<file path="src/rtl/issue_queue.sv">
// issue_queue: in-order instruction buffer between fetch and issue.
// Circular buffer with head/tail pointers and a separate occupancy counter.
//
// Handshake semantics (both ports): a transfer happens on a rising clock edge
// exactly when valid and ready are both high in that cycle; valid never
// depends on ready of the same port, and fetch_ready_o depends only on
// registered state (never on issue_ready_i). flush_i cancels both transfers.
module issue_queue #(
  parameter int DEPTH = 8,
  parameter int XLEN  = 32,
  parameter int ILEN  = 32
) (
  input  logic                     clk_i,
  input  logic                     rst_i,
  input  logic                     flush_i,
  input  logic                     fetch_valid_i,
  output logic                     fetch_ready_o,
  input  logic [XLEN-1:0]          fetch_pc_i,
  input  logic [ILEN-1:0]          fetch_instr_i,
  output logic                     issue_valid_o,
  input  logic                     issue_ready_i,
  output logic [XLEN-1:0]          issue_pc_o,
  output logic [ILEN-1:0]          issue_instr_o,
  output logic [$clog2(DEPTH):0]   count_o
);

  localparam int PW = $clog2(DEPTH);
  localparam int CW = PW + 1;

  logic [XLEN-1:0] pc_mem_q    [DEPTH];
  logic [ILEN-1:0] instr_mem_q [DEPTH];

  logic [PW-1:0] head_q, head_d;
  logic [PW-1:0] tail_q, tail_d;
  logic [CW-1:0] count_q, count_d;

  logic push;
  logic pop;

  assign fetch_ready_o = (count_q != CW'(DEPTH));
  assign issue_valid_o = (count_q != '0);
  assign issue_pc_o    = pc_mem_q[head_q];
  assign issue_instr_o = instr_mem_q[head_q];
  assign count_o       = count_q;

  assign push = fetch_valid_i && fetch_ready_o && !flush_i;
  assign pop  = issue_valid_o && issue_ready_i && !flush_i;

  // Next-state for pointers and occupancy; flush empties and rewinds to slot 0.
  always_comb begin
    head_d  = head_q;
    tail_d  = tail_q;
    count_d = count_q;
    if (flush_i) begin
      head_d  = '0;
      tail_d  = '0;
      count_d = '0;
    end else begin
      if (push) tail_d = tail_q + PW'(1);
      if (pop)  head_d = head_q + PW'(1);
      if (push && !pop)      count_d = count_q + CW'(1);
      else if (pop && !push) count_d = count_q - CW'(1);
    end
  end

  // Pointer and counter registers; reset behaves like a flush.
  always_ff @(posedge clk_i) begin
    if (rst_i) begin
      head_q  <= '0;
      tail_q  <= '0;
      count_q <= '0;
    end else begin
      head_q  <= head_d;
      tail_q  <= tail_d;
      count_q <= count_d;
    end
  end

  // Entry storage: written only on an accepted push, contents never reset.
  always_ff @(posedge clk_i) begin
    if (push && !rst_i) begin
      pc_mem_q[tail_q]    <= fetch_pc_i;
      instr_mem_q[tail_q] <= fetch_instr_i;
    end
  end

endmodule
</file>
<file path="config.mk">
export PLATFORM = sky130hd
export DESIGN_NAME = issue_queue
export DESIGN_NICKNAME = d
export VERILOG_FILES = /design/src/rtl/issue_queue.sv
export SDC_FILE = /design/constraint.sdc
export NUM_CORES = 1
export LEC_CHECK = 0
export BUFFER_PORTS_ARGS = -buffer_cell sky130_fd_sc_hd__buf_2
export CELL_PAD_IN_SITES_DETAIL_PLACEMENT = 0
export CELL_PAD_IN_SITES_GLOBAL_PLACEMENT = 1
export CORE_UTILIZATION = 50
export DETAILED_ROUTE_END_ITERATION = 10
export GPL_TIMING_DRIVEN = 0
export PLACE_DENSITY_LB_ADDON = 0.1
export SYNTH_ARGS = -nofsm -noshare
export SYNTH_HDL_FRONTEND = slang
export SYNTH_SLANG_ARGS = --single-unit
</file>
<file path="constraint.sdc">
create_clock -name clk_i -period 15.1 [get_ports clk_i]
set_input_delay 4.53 -clock clk_i [delete_from_list [all_inputs] [get_ports clk_i]]
set_output_delay 4.53 -clock clk_i [all_outputs]
set_load 0.005 [all_outputs]
</file>
==> impl_results.md, run 1 <==
- Status: complete, no violations
- Synth area leader: edfxtp_1
- Share of cells above drive strength 1: between 40% and 50%
- # rows: 72
- Register-to-register path setup slack: approximately 12 ns
- Post-Synthesis Cells: between 800 and 900
- Setup CP Type: reg -> out
- Number of buffers added on ports: approximately 140
- Final Critical Period: 7.36 ns
- Pwr/cell area: 123 mW/mm²
- Global-route wire length before repair: about 60000 µm
- CTS Root Buffer Type: clkbuf_16
- Vias/cell: roughly 5.5
- RSZ-0062 raised after global routing: no
- Setup Viol. Count Final: 0
- R2r endpoint: instr_mem_q[4][28]$_DFFE_PP_
- Setup WS pre-CTS: between 7 and 8 ns
- ANT nets after route: 0
- CTS tree: built
- Reg clk slew, reported paths: around 0.06 ns
- Placed instance count: 1525
- Normalized max-slew margin: between 30% and 40%
- R2r worst-path depth: 9
- Grt ovf: 0
- Post-Route WL: roughly 40000 µm
- Final Cell Area: approximately 0.023 mm²
- Yosys reg bits: about 530
- Die area: between 0.04 and 0.05 mm²
- # resized after CTS: 0
- Worst hold slack: around 0.53 ns
- CTS Buf Count: between 50 and 60
- Hold Path Stages: 2
- WL/cell: between 20 and 25 µm
- Count of final max-slew check failures: 0
- Mapped Area: just under 0.02 mm²
- P_leak: 0.00754 µW
- CTS Buffer Depth: 3
- Commonest non-fill, non-tap cell in the layout: edfxtp_1
- Hold Path Origin: head_q[2]$_SDFFE_PP0P_
- Worst-Margin Slew: 0.918 ns
- Drt pass-1 iters: 5
- Placed cell area: 0.0219 mm²
- Worst r2r src: count_o[0]$_SDFFE_PP0P_
- Startpoint types: register
- DPL Wire Length: roughly 26000 µm
- GPL Wtd Cong: 0.696
- Worst Hold Class: reg -> reg
- Starting density of the core: ~51%
- Vias: 8974
- Area share of the largest cell type after synthesis: between 70 and 80%
- Detailed-route DRC error count: 0
- Die Wd: 201 µm
- Initial antenna violation count: 6
- Most frequent cells in the layout: edfxtp_1, buf_2, mux4_2
- Nets: around 1.1k
- Drt first-iter violations: approximately 640
- Clock skew: around 0.0094 ns
- Post-CTS Setup Bufs: 0
- Clock Sinks: 525
- Hold_buf cts: 0
- Syn. warnings: 0
- WP data required: approximately 11 ns
- Worst-Skew Late Latency: around 0.59 ns
- Top-level port count: ~140
- Critical path arrival: 2.83 ns
- Peak supply drop: 111 µV
- Syn_nets: between 800 and 900
- Global Route Usage Sum: ~20%
- Peak Freq: between 100 and 150 MHz
- H-tree depth: 2
- Number of global-route vias before repair: about 9.5k
- Element type at the critical path end: output port
- Post-Layout Cell Count: 1620
- Syn avg cell area: between 20 and 25 µm²
- Crit path max fanout: 10
- Top area cells in the synthesized netlist: edfxtp_1, mux4_2, mux2_2
- Largest net degree at the start of global routing: 22
- Power Total: slightly below 3000 µW
- Final Hold Fails: 0
- Final period util: around half
- Die Height: between 200 and 250 µm
- Distinct cells, synth: 31
- Sequential-to-total area share from yosys stat: approximately four fifths
- Synthesis-to-finish area growth: 18.1%
- Max Cap Viol: 0
- Core ar.: a little under 0.04 mm²
- Final WS setup: about 7.7 ns
registers in the layout (all words and copies together), names as in the netlist, named ones only:
register	cells
count_o	4
pc_mem_q	256
head_q	3
instr_mem_q	256
tail_q	3
area by class of cell:
class	instances	area (µm²)
Timing Repair Buffer	193	1330
Multi-Input combinational cell	248	4040
Tap cell	518	648
Buffer	37	240
Sequential cell	525	15600
Clock buffer	68	1430
Antenna cell	4	10.0
Clock inverter	23	135
Fill cell	2844	15400
Inverter	4	15.0
per-layer routing:
layer  routed length (µm)  GRT usage (%)
met1                18100           29.9
met2                18500           30.8
met3                 2230           4.73
met4                  741           5.11
met5                   22              0
synthesized netlist by cell type:
master / count
edfxtp_1: 512
mux4_2: 128
mux2_2: 64
nor2_1: 18
dfxtp_1: 13
buf_6: 12
clkbuf_1: 11
buf_1: 9
ha_1: 5
xnor2_1: 5
inv_1: 4
buf_2: 3
mux2i_1: 3
nand2_1: 3
nor3_1: 3
a21oi_1: 2
and4b_1: 2
buf_4: 2
nand3_1: 2
nand3b_1: 2
a211o_1: 1
a211oi_1: 1
a31o_2: 1
and3b_1: 1
fa_1: 1
nor4_1: 1
nor4b_1: 1
or2_2: 1
or4_1: 1
or4b_4: 1
xor2_1: 1
critical path, stage by stage (launching register included):
cell and delay [ns]:
dfxtp_1 0.30, clkbuf_1 0.68, clkbuf_1 0.69, mux2_2 0.44
buf_2 0.13
worst max path at each step:
stage | slack, ns | startpoint | depth (start not counted) | endpoint
2_1_floorplan | 3.06 | flush_i | 2 | instr_mem_q[0][0]$_DFFE_PP_
3_3_place_gp | -4.22 | flush_i | 3 | instr_mem_q[0][30]$_DFFE_PP_
3_5_place_dp | 7.75 | flush_i | 9 | instr_mem_q[4][30]$_DFFE_PP_
4_1_cts | 7.61 | register | 4 | issue_instr_o[19]
5_1_grt | 7.57 | register | 4 | issue_pc_o[29]
6_report | 7.74 | register | 4 | issue_instr_o[19]
kinds of logic after synthesis:
kind of cell               Yosys count  synth area share, %
AOI/OAI and AO/OA                    5                0.176
xor gates and xnor gates             6                0.264
adders and majority gates            6                0.415
buffers and inverters               41                 1.28
DFF                                525                 78.6
muxes                              195                 18.3
and+or+nand+nor                     36                0.956
where the power goes:
part | total, µW | switching (µW) | internal (µW)
clock | 1190 | 516 | 677
combinational | 82.1 | 44.2 | 37.9
sequential | 1610 | 2.69 | 1610
total | 2880 | 563 | 2320
stage by stage:
| stage | TNS, ns | utilization (%) |
|---|---|---|
| floorplan | 0 | - |
| global placement | -537.83 | 54.5 |
| detailed placement | 0 | 56.3 |
| CTS | 0 | 60.3 |
| global route | 0 | 60.3 |
| finish | 0 | 60.3 |
No activity file was read; power rests on OpenSTA's default activity.
==> run 2: changes to the inputs <==
==> constraint.sdc (replaced) <==
create_clock -name clk_i -period 7.4 [get_ports clk_i]
set_input_delay 2.22 -clock clk_i [delete_from_list [all_inputs] [get_ports clk_i]]
set_output_delay 2.22 -clock clk_i [all_outputs]
set_load 0.005 [all_outputs]
==> impl_results.md, run 2 (same netlist as run 1, synthesis figures left out) <==
- Status: complete, no violations
- Number of global-route vias before repair: 9551 (+0.90%)
- Initial antenna violation count: 5 (-1)
- Final Util: 60.5% (+0.21 points)
- Peak supply drop: 181 µV (+63%)
- Setup WS pre-CTS: 2.57 ns (-5.18 ns)
- Commonest non-fill, non-tap cell in the layout: edfxtp_1
- DPL Wire Length: 25000 µm (-2.9%)
- Vias/cell: 5.51 (-0.49%)
- CTS Buffer Depth: 3 (unchanged)
- Post-Route WL: 39200 µm (-1.2%)
- Max Cap Viol: 0 (unchanged)
- CTS Root Buffer Type: clkbuf_16
- Most frequent cells in the layout: edfxtp_1, buf_2, mux4_2
- WL/cell: 24.2 µm (-1.1%)
- Pwr/cell area: 252 mW/mm² (+110%)
- Reg clk slew, reported paths: 0.06 ns (about the same)
- WP buf/inv: 3 (unchanged)
- Register-to-register path setup slack: 4.38 ns (-7.50 ns)
- H-tree depth: 2 (unchanged)
- CTS tree: built
- Hold_buf cts: 0 (unchanged)
- Drt first-iter violations: 549 (-14%)
- Die Height: 201 µm (unchanged)
- Startpoint types: register
- Normalized max-slew margin: 36.4% (-2.4 points)
- Clock Sinks: 525 (unchanged)
- Worst-Margin Slew: 0.953 ns (+0.0354 ns)
- Top-level port count: 139 (unchanged)
- Placed instance count: 1517 (-0.52%)
- Post-CTS Setup Bufs: 0 (unchanged)
- Share of cells above drive strength 1: 43.2% (-0.47 points)
- GPL Wtd Cong: 0.671 (-3.6%)
- Core ar.: 0.0389 mm² (unchanged)
- Final WS setup: 2.31 ns (-5.43 ns)
- Detailed-route DRC error count: 0 (unchanged)
- RSZ-0062 raised after global routing: no
- Worst-Skew Late Latency: 0.57 ns (-0.02 ns)
- Nets: 1129 (-0.70%)
- Critical path arrival: 2.87 ns (+0.04 ns)
- Largest net degree at the start of global routing: 25 (+14%)
- WP data required: 5.18 ns (-5.39 ns)
- Peak Freq: 196 MHz
- Drt pass-1 iters: 5 (unchanged)
- Count of final max-slew check failures: 0 (unchanged)
- Kind of cell adding the most delay to the critical path: buffers and inverters
- Crit path max-delay cell type: clkbuf_1
- P_leak: 0.00753 µW (about the same)
- Power Total: 5940 µW (+110%)
- Starting density of the core: 51.1% (unchanged)
- # resized after CTS: 0 (unchanged)
- Global-route wire length before repair: 59500 µm (-0.88%)
- Synthesis-to-finish area growth: 18.5%
- Post-Layout Cell Count: 1618 (-0.12%)
- Worst Hold Class: reg -> reg
- Vias: 8919 (-0.61%)
- Die area: 0.0406 mm² (unchanged)
- Sum Neg Setup Slack: 0 ns (unchanged)
- Worst path max stage delay: 0.71 ns (+0.02 ns)
- Element type at the critical path end: output port
- Crit path max fanout: 10 (unchanged)
- CP most frequent cell: clkbuf_1
- Setup Viol. Count Final: 0 (unchanged)
- Critical-path cell list: clkbuf_1 -> clkbuf_1 -> mux2_2 -> buf_2
- Number of buffers added on ports: 138 (unchanged)
- CTS Buf Count: 53 (unchanged)
- Die Wd: 201 µm (unchanged)
- Clock skew: 0.0165 ns (+0.00713 ns)
- Final period util: 68.8%
- Final Hold Fails: 0 (unchanged)
- # rows: 72 (unchanged)
- Setup CP Type: reg -> out
- ANT nets after route: 0 (unchanged)
- Global Route Usage Sum: 20.0% (-0.26 points)
- Final Critical Period: approximately 5.1 ns
- Grt ovf: 0 (unchanged)
run 2: changes by cell type in the layout (fill, tap and decap cells not counted), sizes merged:
| cell | delta |
|---|---|
| buf | -8 |
| bufinv | +2 |
| clkbuf | +5 |
| inv | -1 |
run 2: final cells by class:
type                    instances  area (µm²)
repair buffers                185        1340
multi-input cells             248        4060
fillers                      2832       15400
flip-flops and latches        525       15600
clock inverters                24         189
clock buffers                  73        1420
plain buffers                  37         240
well taps                     518         648
diodes                          4        10.0
inverters                       4        15.0
run 2: worst paths after layout:
| kind | startpoint | to | cells past startpoint |
|---|---|---|---|
| worst min-delay path | head_q[2]$_SDFFE_PP0P_ | register | 2 |
| worst max register to register | count_o[1]$_SDFFE_PP0P_ | instr_mem_q[7][25]$_DFFE_PP_ | 8 |
| worst min register to register | head_q[2]$_SDFFE_PP0P_ | register | 2 |
| worst max-delay path | register | issue_instr_o[4] | 4 |
run 2: worst min-delay path: stages (launching register included):
cell and delay (ns):
dfxtp_1 0.33, xnor2_1 0.11, nor2_1 0.05
run 2: routing by layer:
metal  routed length (µm)  part of all wire, %  global-route usage, %
met5                    8                0.020                      0
met4                  663                  1.7                   5.33
met1                18000                   46                   29.7
met3                 2050                  5.2                   3.89
met2                18500                   47                   30.8
run 2: power breakdown:
part           switching (µW)  total, µW  internal, µW
sequential               5.84       3280          3280
combinational            90.1        168          78.0
clock                    1050       2490          1440
total                    1150       5940          4800
run 2: per-stage QoR:
step           instance area (µm²)  hold WS [ns]
4_1_cts                      23600         0.542
3_5_place_dp                 21900         0.539
5_1_grt                      23600         0.572
3_3_place_gp                 21200         0.513
6_report                     23600         0.538
2_1_floorplan                19900         0.490
